[src/rtl/spi_flash_rd_seq.sv]
// rtl/spi_flash_rd_seq.sv - Wishbone sequencer driving an SPI master through a serial-flash READ and streaming bytes out
// Each bus access idles one cycle with stb low before asserting, so back-to-back accesses always have a gap.
module spi_flash_rd_seq #(
    parameter logic [2:0] ADR_TXRX = 3'd3,
    parameter logic [2:0] ADR_CMD  = 3'd4,
    parameter logic [2:0] ADR_CS   = 3'd5,
    parameter logic [7:0] CMD_WR   = 8'h10,
    parameter logic [7:0] CMD_RD   = 8'h20,
    parameter logic [7:0] CS_MASK  = 8'h01,
    parameter int         TMO_W    = 16
) (
    input  logic        wb_clk_i,
    input  logic        wb_rst_i,
    input  logic        start_i,
    input  logic        abort_i,
    input  logic [23:0] flash_addr_i,
    input  logic [15:0] byte_cnt_i,
    output logic [7:0]  rd_data_o,
    output logic        rd_valid_o,
    input  logic        rd_ready_i,
    output logic        busy_o,
    output logic        done_o,
    output logic        err_o,
    output logic [2:0]  wb_adr_o,
    output logic [7:0]  wb_dat_o,
    input  logic [7:0]  wb_dat_i,
    output logic        wb_we_o,
    output logic        wb_stb_o,
    output logic        wb_cyc_o,
    input  logic        wb_ack_i,
    input  logic        tip_i
);

    typedef enum logic [3:0] {
        S_IDLE, S_CS_ON, S_TX_LOAD, S_TX_CMD, S_TX_WAIT, S_RX_CMD,
        S_RX_WAIT, S_RX_FETCH, S_OUT_HOLD, S_CS_OFF, S_DONE
    } state_t;

    state_t             state_q;
    state_t             wait_next;
    logic [23:0]        addr_q;
    logic [15:0]        cnt_q;
    logic [1:0]         hdr_q;
    logic [1:0]         ign_q;
    logic [TMO_W-1:0]   tmo_q;
    logic               abort_q;
    logic               stb_q, we_q, busy_q, done_q, err_q, rd_valid_q;
    logic [2:0]         adr_q;
    logic [7:0]         dat_q, rd_data_q;

    logic               bus_st, req_we, acked, abort_now, wait_done;
    logic [2:0]         req_adr;
    logic [7:0]         req_dat, hdr_byte;

    assign acked     = stb_q & wb_ack_i;
    assign abort_now = abort_q | abort_i;
    assign wait_done = (ign_q == 2'd0) & ~tip_i;

    always_comb begin
        hdr_byte = 8'h03;
        case (hdr_q)
            2'd1:    hdr_byte = addr_q[23:16];
            2'd2:    hdr_byte = addr_q[15:8];
            2'd3:    hdr_byte = addr_q[7:0];
            default: hdr_byte = 8'h03;
        endcase
        bus_st  = 1'b1;
        req_adr = ADR_CS;
        req_dat = 8'h00;
        req_we  = 1'b1;
        case (state_q)
            S_CS_ON:    req_dat = CS_MASK;
            S_TX_LOAD:  begin req_adr = ADR_TXRX; req_dat = hdr_byte; end
            S_TX_CMD:   begin req_adr = ADR_CMD;  req_dat = CMD_WR;   end
            S_RX_CMD:   begin req_adr = ADR_CMD;  req_dat = CMD_RD;   end
            S_RX_FETCH: begin req_adr = ADR_TXRX; req_we  = 1'b0;     end
            S_CS_OFF:   req_dat = 8'h00;
            default:    bus_st = 1'b0;
        endcase
    end

    // A pending abort is only honoured once the SPI transfer has finished.
    always_comb begin
        wait_next = S_RX_CMD;
        if (abort_now)                 wait_next = S_CS_OFF;
        else if (state_q == S_RX_WAIT) wait_next = S_RX_FETCH;
        else if (hdr_q != 2'd3)        wait_next = S_TX_LOAD;
        else if (cnt_q == 16'd0)       wait_next = S_CS_OFF;
        else                           wait_next = S_RX_CMD;
    end

    always_ff @(posedge wb_clk_i) begin
        if (wb_rst_i) begin
            state_q    <= S_IDLE;
            addr_q     <= 24'd0;
            cnt_q      <= 16'd0;
            hdr_q      <= 2'd0;
            ign_q      <= 2'd0;
            tmo_q      <= '0;
            abort_q    <= 1'b0;
            stb_q      <= 1'b0;
            we_q       <= 1'b0;
            adr_q      <= 3'd0;
            dat_q      <= 8'd0;
            busy_q     <= 1'b0;
            done_q     <= 1'b0;
            err_q      <= 1'b0;
            rd_valid_q <= 1'b0;
            rd_data_q  <= 8'd0;
        end else begin
            done_q <= 1'b0;
            if (abort_i && state_q != S_IDLE) abort_q <= 1'b1;
            if (bus_st && !stb_q) begin
                stb_q <= 1'b1;
                adr_q <= req_adr;
                dat_q <= req_dat;
                we_q  <= req_we;
            end
            if (acked) stb_q <= 1'b0;

            case (state_q)
                S_IDLE: begin
                    if (start_i) begin
                        addr_q  <= flash_addr_i;
                        cnt_q   <= byte_cnt_i;
                        hdr_q   <= 2'd0;
                        err_q   <= 1'b0;
                        abort_q <= 1'b0;
                        busy_q  <= 1'b1;
                        state_q <= S_CS_ON;
                    end
                end
                S_CS_ON:   if (acked) state_q <= abort_now ? S_CS_OFF : S_TX_LOAD;
                S_TX_LOAD: if (acked) state_q <= abort_now ? S_CS_OFF : S_TX_CMD;
                S_TX_CMD, S_RX_CMD: begin
                    if (acked) begin
                        ign_q   <= 2'd2;
                        tmo_q   <= '0;
                        state_q <= (state_q == S_TX_CMD) ? S_TX_WAIT : S_RX_WAIT;
                    end
                end
                S_TX_WAIT, S_RX_WAIT: begin
                    tmo_q <= tmo_q + TMO_W'(1);
                    if (ign_q != 2'd0) ign_q <= ign_q - 2'd1;
                    if (wait_done) begin
                        state_q <= wait_next;
                        if (state_q == S_TX_WAIT) hdr_q <= hdr_q + 2'd1;
                    end else if (tmo_q == '1) begin
                        err_q   <= 1'b1;
                        state_q <= S_CS_OFF;
                    end
                end
                S_RX_FETCH: begin
                    if (acked) begin
                        rd_data_q <= wb_dat_i;
                        if (abort_now) begin
                            state_q <= S_CS_OFF;
                        end else begin
                            rd_valid_q <= 1'b1;
                            state_q    <= S_OUT_HOLD;
                        end
                    end
                end
                S_OUT_HOLD: begin
                    if (rd_ready_i) begin
                        rd_valid_q <= 1'b0;
                        cnt_q      <= cnt_q - 16'd1;
                        state_q    <= (abort_now || cnt_q == 16'd1) ? S_CS_OFF : S_RX_CMD;
                    end else if (abort_now) begin
                        rd_valid_q <= 1'b0;
                        state_q    <= S_CS_OFF;
                    end
                end
                S_CS_OFF: begin
                    if (acked) begin
                        done_q  <= 1'b1;
                        state_q <= S_DONE;
                    end
                end
                S_DONE: begin
                    busy_q  <= 1'b0;
                    state_q <= S_IDLE;
                end
                default: state_q <= S_IDLE;
            endcase
        end
    end

    assign rd_data_o  = rd_data_q;
    assign rd_valid_o = rd_valid_q;
    assign busy_o     = busy_q;
    assign done_o     = done_q;
    assign err_o      = err_q;
    assign wb_adr_o   = adr_q;
    assign wb_dat_o   = dat_q;
    assign wb_we_o    = we_q;
    assign wb_stb_o   = stb_q;
    assign wb_cyc_o   = stb_q;

endmodule

[config.mk]
export PLATFORM = sky130hd
export DESIGN_NAME = spi_flash_rd_seq
export DESIGN_NICKNAME = d
export VERILOG_FILES = /design/src/rtl/spi_flash_rd_seq.sv
export SDC_FILE = /design/constraint.sdc
export NUM_CORES = 1
export LEC_CHECK = 0
export ABC_AREA = 1
export CORE_ASPECT_RATIO = 2
export CORE_MARGIN = 4
export CORE_UTILIZATION = 57
export CTS_CLUSTER_DIAMETER = 150
export DETAILED_ROUTE_END_ITERATION = 8
export GPL_ROUTABILITY_DRIVEN = 0
export PLACE_DENSITY = 0.85
export SKIP_CTS_REPAIR_TIMING = 1
export SYNTH_ARGS = -nofsm -noshare
export SYNTH_HDL_FRONTEND = slang
export SYNTH_SLANG_ARGS = --single-unit
[constraint.sdc]
create_clock -name wb_clk_i -period 4.8 [get_ports wb_clk_i]
set_input_delay 0.72 -clock wb_clk_i [delete_from_list [all_inputs] [get_ports wb_clk_i]]
set_output_delay 0.72 -clock wb_clk_i [all_outputs]
set_load 0.05 [all_outputs]
# Yosys cells after proc, flatten, opt, wreduce, memory -nomap -nowiden
# Index checks and enable logic that the tools add are counted.
[totals] reg_bits=90 in_bits=55 out_inout_bits=26
[op_classes] reduce_logical=30 n_eq_ne=31 addsub=4 mux=52 bitwise_logic=5
[ops] op="4-bit two-way mux" count=17
[ops] op="16-bit one-hot mux with 2 select lines" count=2
[ops] op="16-bit two-way mux" count=3
[ops] op="4-bit one-hot mux with 8 select lines" count=1
[ops] op="8-bit one-hot mux with 4 select lines" count=1
[ops] op="2-bit inequality test, second input constant" count=13
[ops] op="8-bit one-hot mux with 3 select lines" count=1
[ops] op="16-bit by 1-bit adder with 16-bit output, second input constant" count=1
[ops] op="16-bit by 1-bit equality test with 1-bit output, second input constant" count=1
[ops] op="16-bit equality test, second input constant" count=1
[ops] op="4-bit by 3-bit equality test with 1-bit output, second input constant" count=4
[ops] op="16-bit zero test" count=1
[ops] op="16-bit by 1-bit subtractor with 16-bit output, second input constant" count=1
[ops] op="1-bit two-way mux" count=15
[ops] op="4-bit equality test, second input constant" count=3
[ops] op="2-bit two-way mux" count=6
[ops] op="4-bit AND reduction" count=3
[ops] op="2-bit nonzero test" count=6
[ops] op="2-bit OR reduction" count=5
[ops] op="4-bit by 2-bit equality test with 1-bit output, second input constant" count=2
[ops] op="2-bit one-hot mux with 2 select lines" count=2
[ops] op="2-bit AND reduction" count=4
[ops] op="8-bit AND reduction" count=1
[ops] op="3-bit inequality test, second input constant" count=2
[ops] op="other kinds (19)" count=26

# Depth between registers and ports, before layout
# Gate-level depths: netlist (run 1).
[logic_depth] ltp_word=7 depth_mapped=11 depth_no_buf=11

# Worst setup path after synthesis (run 1)
# Ideal clock, no wire load.
[synth_timing] path_type="reg-to-reg" from="reg stb_q, in the netlist wb_cyc_o" to="reg rd_valid_q, in the netlist rd_valid_o" arrival_time_ps=1691 path_stages_with_launch=8 t_required_ps=4730 setup_time_ps=70 slack_ps=3039 path_buffers=1 path_cell_list="dfxtp_1 -> nand2_1 -> inv_1 -> buf_2 -> nand2_1 -> nor2_1 -> o21ai_0 -> a21oi_1"
[synth_between] elab_chain_cells=3
[synth_rtl] element="start, declared" line="47" text="logic stb_q, we_q, busy_q, done_q, err_q, rd_valid_q;"
[synth_rtl] element="start signal, assigned" line="101" text="stb_q <= 1'b0;"
[synth_rtl] element="start signal, assigned" line="114" text="stb_q <= 1'b1;"
[synth_rtl] element="start signal, assigned" line="119" text="if (acked) stb_q <= 1'b0;"
[synth_rtl] element="1-bit AND" line="55" text="assign acked = stb_q & wb_ack_i;"
[synth_rtl] element="2-bit inequality test (no source line)"
[synth_rtl] element="4-bit AND reduction (no source line)"
[synth_rtl] element="end signal, assigned" line="108" text="rd_valid_q <= 1'b0;"
[synth_rtl] element="end signal, assigned" line="159" text="rd_valid_q <= 1'b1;"
[synth_rtl] element="end signal, assigned" line="166" text="rd_valid_q <= 1'b0;"
[synth_rtl] element="end, declared" line="47"
# No other way between the ends.
# A chain may end at the register's enable or synchronous reset.

# Worst setup path in the final report (run 1)
[layout_timing] from="in start_i" to="reg cnt_q[1]"
[layout_between] elab_chain_cells=2
[layout_rtl] element="start, declared" line="14" text="input logic start_i,"
[layout_rtl] element="2-bit inequality test (no source line)"
[layout_rtl] element="3-bit AND reduction (no source line)"
[layout_rtl] element="end signal, assigned" line="125" text="cnt_q <= byte_cnt_i;"
[layout_rtl] element="end signal, assigned" line="167" text="cnt_q <= cnt_q - 16'd1;"
[layout_rtl] element="end, declared" line="42" text="logic [15:0] cnt_q;"
# No other way between the ends.

==> flow_summary.toml, run 1 <==
[run_status]
status = "finished clean"

[setup_path]
critPathLaunchType = "input pin"
critPathTopFamily = "buffers and inverters"
worst-path-max-fanout = 28
crit_path_max_incr_delay_ns = 1.09
r2r_start = "state_q[3]$_SDFFE_PP0P_"
crit_chain = "clkdlybuf4s50_1, nand2_4, nand2_2, inv_1, a211oi_1, nor2_1"
end_kind = "register"
cp_data_arrival_time_ns = 3.13
crit_type = "in -> reg"
r2r-end = "cnt_q[1]$_SDFFE_PP0P_"
crit_required_ns = 5.03
r2r_slack_ns = 2.37
reg2reg_depth = 8
crit_buf_inv = 2
slowest_stage = "clkdlybuf4s50_1"

[placed_design]
dp.cells = 843
dp_worst_setup_slack_ns = 1.53
portBuffers = 80
dp_hpwl_mm = 9.31
placed_cell_area_um2 = 5470

[cells_and_area]
fin_cells = 859
area_growth_pct = 23.8
final_area_um2 = 5790
nets = 822
drive_gt1_share_pct = 7.21
antennaDiodeCount = 0

[yosys]
netlist_top_cells_area = "dfxtp_1, nand2_1, a21oi_1"
yosysTopAreaCellShare_pct = 38.6
synth_area_leader_cell = "dfxtp_1"
syn-cell-area_um2 = 4670
synthAdderAreaFrac_pct = 2.41
syn_inst = 694
synth_area_per_cell_um2 = 6.73
ys_types = 35
synth-warning-count = 0
synth-simple-area-share_pct = 32.8
synth_nets = 758
synth_edf_count = 0
synth_mux_area_share_pct = 0
synth_top_family_by_area = "simple AND/OR/NAND/NOR gates"
synth_flop_cell = "dfxtp_1"
ys_seq_area_share_pct = 38.6
synth_commonest_cells = "nand2_1, dfxtp_1, a21oi_1"
synth_xor_area_share_pct = 0.375
synth_most_common_cell = "nand2_1"
async_flop_share_pct = 0
yosys_register_bits = 90
synth_compound_area_share_pct = 17.7

[cts]
numCtsBuffers = 9
clk_pin_slew_worst_paths_ns = 0.06
cts_sinks = 90
htreeDepth = 3
cts_buffer_depth = 2
worstSkewPairLatency_ns = 0.34
cts-root-buf = "clkbuf_16"
cts_tree = "done"

[floorplanning]
pin_count = 81
core_um2 = 7940
die_area_um2 = 9800
initial_core_util_pct = 58.8
die_h_um = 136
rows = 46
fp.dieW_um = 72.0

[routing]
dr.pass1.iters = 5
vias = 4887
postRouteAntennaNets = 0
wirelength_mm = 12.5
viasPerCell = 5.69
drc = 0
wl_per_cell_um = 14.5
drt_iter0_markers = 361

[global_routing]
grt_max_degree = 63
antenna_found_initial = 0
grt_overflow_total = 0
grt_util_all_layers_pct = 25.9
grt_pass1_vias = 4710
grt_pass1_wl_mm = 20.2

[timing]
min_period_ns = 2.90
skew_ns = 0.00751
finalSetupTns_ns = 0
setup_violations = 0
drv_slew = 0
max_slew.worst_pin.slew_ns = 0.949
slew_headroom_pct = 36.6
finalHoldViolCount = 0
fmax_mhz = 345
worst_slack_ns = 1.90
grt_setup_unrepaired = "false"
min_period_over_period_pct = 60.5

[min_path]
holdPathStages = 2
hp-start = "addr_q[14]$_SDFFE_PP0P_"
whs_endpoint = "addr_q[14]$_SDFFE_PP0P_"
hp-class = "reg -> reg"

[power]
powerDensity_nw_per_um2 = 530
ir_drop_uv = 284
p_leak_nw = 2.29

[job]
cap_viol_max_count = 0
[kinds of logic (layout without fill, tap and decap cells)]
| kind of cell | count (synthesis) | after routing |
|---|---|---|
| buffers and inverters | 94 | 163 |
| AOI/OAI and AO/OA | 149 | 149 |
| xor gates and xnor gates | 2 | 2 |
| adders and majority gates | 9 | 9 |
| DFF | 90 | 90 |
| and+or+nand+nor | 350 | 350 |
[placed cells by master, fill, tap and decap left out, types with 2 or more instances in the layout]
cell type        instances
o21ai_0                 33
buf_4                    2
nand2_1                176
a31o_2                   3
nand3_2                  2
a21oi_2                  2
clkdlybuf4s50_1         79
nor3_1                   7
o21a_1                   2
inv_2                    8
nand3_1                 65
or2_2                    2
nand4_1                  7
a21oi_1                 74
nor2_1                  71
clkbuf_1                 2
nor2_2                   4
a211oi_1                 4
dfxtp_1                 90
a31oi_1                 10
o21bai_1                 3
o21ai_1                  9
clkbuf_16                9
o211ai_1                 6
nand2_2                  7
inv_1                   57
nand2_4                  5
ha_1                     9
bufinv_16                2
nor2_4                   4
[worst max-delay path by stage]
stage                           from                 endpoint  slack [ns]  cells after the start
5_1_grt                      start_i    cnt_q[1]$_SDFFE_PP0P_        1.65                      6
6_report                     start_i    cnt_q[1]$_SDFFE_PP0P_        1.90                      6
4_1_cts                      start_i    cnt_q[1]$_SDFFE_PP0P_        1.88                      6
2_1_floorplan  wb_cyc_o$_SDFFE_PP0P_  rd_valid_o$_SDFFE_PP0P_        3.04                      7
3_3_place_gp                 start_i    cnt_q[1]$_SDFFE_PP0P_        1.66                      6
3_5_place_dp                 start_i    cnt_q[1]$_SDFFE_PP0P_        1.53                      6
[power breakdown]
group | internal [mW] | switching [mW] | total (mW)
combinational | 0.419 | 0.882 | 1.30
clock | 0.472 | 0.286 | 0.758
sequential | 0.892 | 0.117 | 1.01
total | 1.78 | 1.29 | 3.07
[layer usage]
metal | track usage (%) | vias to the layer above | part of all wire, %
li1 | - | 2400 | -
met1 | 26.6 | 2262 | 36
met2 | 47.1 | 168 | 54
met3 | 3.70 | 57 | 4.5
met4 | 17.3 | 0 | 5.2
met5 | 0 | - | 0
[through the flow]
step           hold WS, ns  total power, mW  utilization, %
3_3_place_gp         0.445             2.26            68.8
3_5_place_dp         0.459             2.30            68.8
2_1_floorplan        0.435             1.98               -
4_1_cts              0.467             3.06            72.9
5_1_grt              0.488             3.26            72.9
6_report             0.464             3.07            72.9
[worst reg2reg max path, delay by kind of cell, from the launching register on]
family          cells  cell delay [ns]
compound gates      1             0.23
buf+inv             2             0.59
flops               1             0.39
simple gates        5             1.11
[state kept, by name, summed over array words and instances (netlist names), 2 cells and up]
| register | flops |
|---|---|
| tmo_q | 16 |
| addr_q | 24 |
| state_q | 4 |
| wb_dat_o | 8 |
| wb_adr_o | 3 |
| cnt_q | 16 |
| hdr_q | 2 |
| ign_q | 2 |
| rd_data_o | 8 |
[area by class of cell]
type | instances | area (µm²)
clock buffer | 12 | 246
clock inverter | 4 | 73.8
fill | 633 | 2160
inverter | 65 | 244
multi-input combinational | 510 | 2490
sequential | 90 | 1800
tap | 96 | 120
timing repair buffer | 82 | 811
Power figures use the tool's default switching activity.
==> inputs of run 2 (changes only) <==
--- a/config.mk
+++ b/config.mk
@@ -8,11 +8,11 @@
 export ABC_AREA = 1
 export CORE_ASPECT_RATIO = 2
 export CORE_MARGIN = 4
-export CORE_UTILIZATION = 57
+export CORE_UTILIZATION = 53
 export CTS_CLUSTER_DIAMETER = 150
 export DETAILED_ROUTE_END_ITERATION = 8
 export GPL_ROUTABILITY_DRIVEN = 0
-export PLACE_DENSITY = 0.85
+export PLACE_DENSITY = 0.8
 export SKIP_CTS_REPAIR_TIMING = 1
 export SYNTH_ARGS = -nofsm -noshare
 export SYNTH_HDL_FRONTEND = slang
==> constraint.sdc (replaced) <==
create_clock -name wb_clk_i -period 2.8 [get_ports wb_clk_i]
set_input_delay 0.42 -clock wb_clk_i [delete_from_list [all_inputs] [get_ports wb_clk_i]]
set_output_delay 0.42 -clock wb_clk_i [all_outputs]
set_load 0.05 [all_outputs]
==> run 2 against run 1 <==
  * Non-clock buffer count is 2 higher
  * Die area grew 6.9%
  * Clock power grew 62%
  * Clock skew fell by 0.0029 ns
  * Combinational power is 73% higher
  * First-iteration DRC count fell by 12%
  * Worst hold slack got worse by 0.0080 ns
  * Sequential share of layout area hardly changed
  * Power is 70% higher
  * Critical path type is now reg -> out
  * Count of clock-buffer cells in the layout down 3
  * Via count is 0.39% higher
==> flow_summary.toml, run 2 (same netlist as run 1, synthesis figures left out) <==
[power]
power_frac_seq_pct = 33.2
combPwrFrac_pct = 43.2
p_leak_nw = 2.29
power_mw = 5.21
p_clk_share_pct = 23.6
p_int_mw = 2.96
powerDensity_nw_per_um2 = 900
p_switching_mw = 2.25
ir_drop_uv = 500
p_sw_share_pct = 43.2

[cts]
htreeDepth = 3
clk_pin_slew_worst_paths_ns = 0.07
cts_tree = "done"
numCtsBuffers = 9
cts_buffer_depth = 2
cts_sinks = 90
cts-root-buf = "clkbuf_16"
worstSkewPairLatency_ns = 0.35

[timing]
grt_setup_unrepaired = "false"
drv_slew = 0
worst_slack_ns = 0.753
finalSetupTns_ns = 0
max_slew.worst_pin.slew_ns = 0.563
min_period_over_period_pct = 73.1
fmax_mhz = 489
finalHoldViolCount = 0
min_period_ns = 2.05
skew_ns = 0.00462
slew_headroom_pct = 62.5
setup_violations = 0

[cells_and_area]
antennaDiodeCount = 0
regMostFlops = "addr_q"
largest_reg_flops = 24
reg_top3 = "addr_q: 24 flops, cnt_q: 16 flops, tmo_q: 16 flops"
layout_common_cells = "nand2_1, dfxtp_1, clkdlybuf4s50_1, a21oi_1, nor2_1"
drive_gt1_share_pct = 7.71
final_common_cell = "nand2_1"
area_growth_pct = 23.9
nets = 824

[floorplanning]
core_um2 = 8650
fp.dieW_um = 74.4
pin_count = 81
die_area_um2 = 10500
die_h_um = 141
initial_core_util_pct = 54.0
rows = 48

[routing]
viasPerCell = 5.67
drt_iter0_markers = 317
postRouteAntennaNets = 0
drc = 0
wl_per_cell_um = 14.7
vias = 4906
dr.pass1.iters = 7
wirelength_mm = 12.7

[global_routing]
grt_pass1_wl_mm = 20.8
grt_pass1_vias = 4678
grt_util_all_layers_pct = 25.0
antenna_found_initial = 0
grt_overflow_total = 0
grt_max_degree = 52

[placed_design]
dp_worst_setup_slack_ns = 0.554
portBuffers = 80
dp_hpwl_mm = 9.42

[setup_path]
cp_data_arrival_time_ns = 1.63
critPathTopFamily = "buffers and inverters"
crit_type = "reg -> out"
critPathLaunchType = "register"
crit_chain = "clkdlybuf4s50_1"
end_kind = "primary output"
crit_buf_inv = 1
worst-path-max-fanout = 6
crit_path_max_incr_delay_ns = 0.84
crit_required_ns = 2.38
slowest_stage = "clkdlybuf4s50_1"

[job]
cap_viol_max_count = 0

[min_path]
hp-class = "in -> reg"

[run_status]
status = "finished clean"
[run 2: cell type report]
class | count | area (µm²)
fillers | 775 | 2860
multi-input cells | 510 | 2490
flip-flops and latches | 90 | 1800
repair buffers | 84 | 826
inverters | 65 | 244
clock buffers | 9 | 225
well taps | 100 | 125
clock inverters | 7 | 76.3
[run 2: final timing paths]
| kind | cells past startpoint | from | to | slack (ns) |
|---|---|---|---|---|
| worst min register to register | 2 | addr_q[7]$_SDFFE_PP0P_ | addr_q[7]$_SDFFE_PP0P_ | 0.47 |
| worst max register to register | 8 | state_q[3]$_SDFFE_PP0P_ | cnt_q[1]$_SDFFE_PP0P_ | 0.82 |
| worst min-delay path | 2 | wb_rst_i | tmo_q[15]$_SDFFE_PP0P_ | 0.46 |
| worst max-delay path | 1 | wb_cyc_o$_SDFFE_PP0P_ | wb_cyc_o | 0.75 |
[run 2: through the flow]
step	instances	cell area (µm²)	utilization, %	hold slack (ns)
2_1_floorplan	694	4670	-	0.435
3_3_place_gp	849	5490	63.4	0.449
3_5_place_dp	849	5490	63.4	0.454
4_1_cts	865	5790	66.9	0.448
5_1_grt	865	5790	66.9	0.472
6_report	865	5790	66.9	0.456
[run 2: power groups by stage]
stage | logic [mW] | registers (mW) | clock network, mW
6_report | 2.25 | 1.73 | 1.23
5_1_grt | 2.50 | 1.76 | 1.29
4_1_cts | 2.25 | 1.73 | 1.24
3_5_place_dp | 2.23 | 1.75 | 0
3_3_place_gp | 2.18 | 1.74 | 0
2_1_floorplan | 1.44 | 1.96 | 0
[run 2: metal layers]
layer	global-route usage (%)	up-vias	share of wire (%)
met4	13.2	0	4.1
met3	3.93	45	4.8
li1	-	2415	-
met5	0	-	0
met2	44.5	173	54
met1	27.1	2273	37
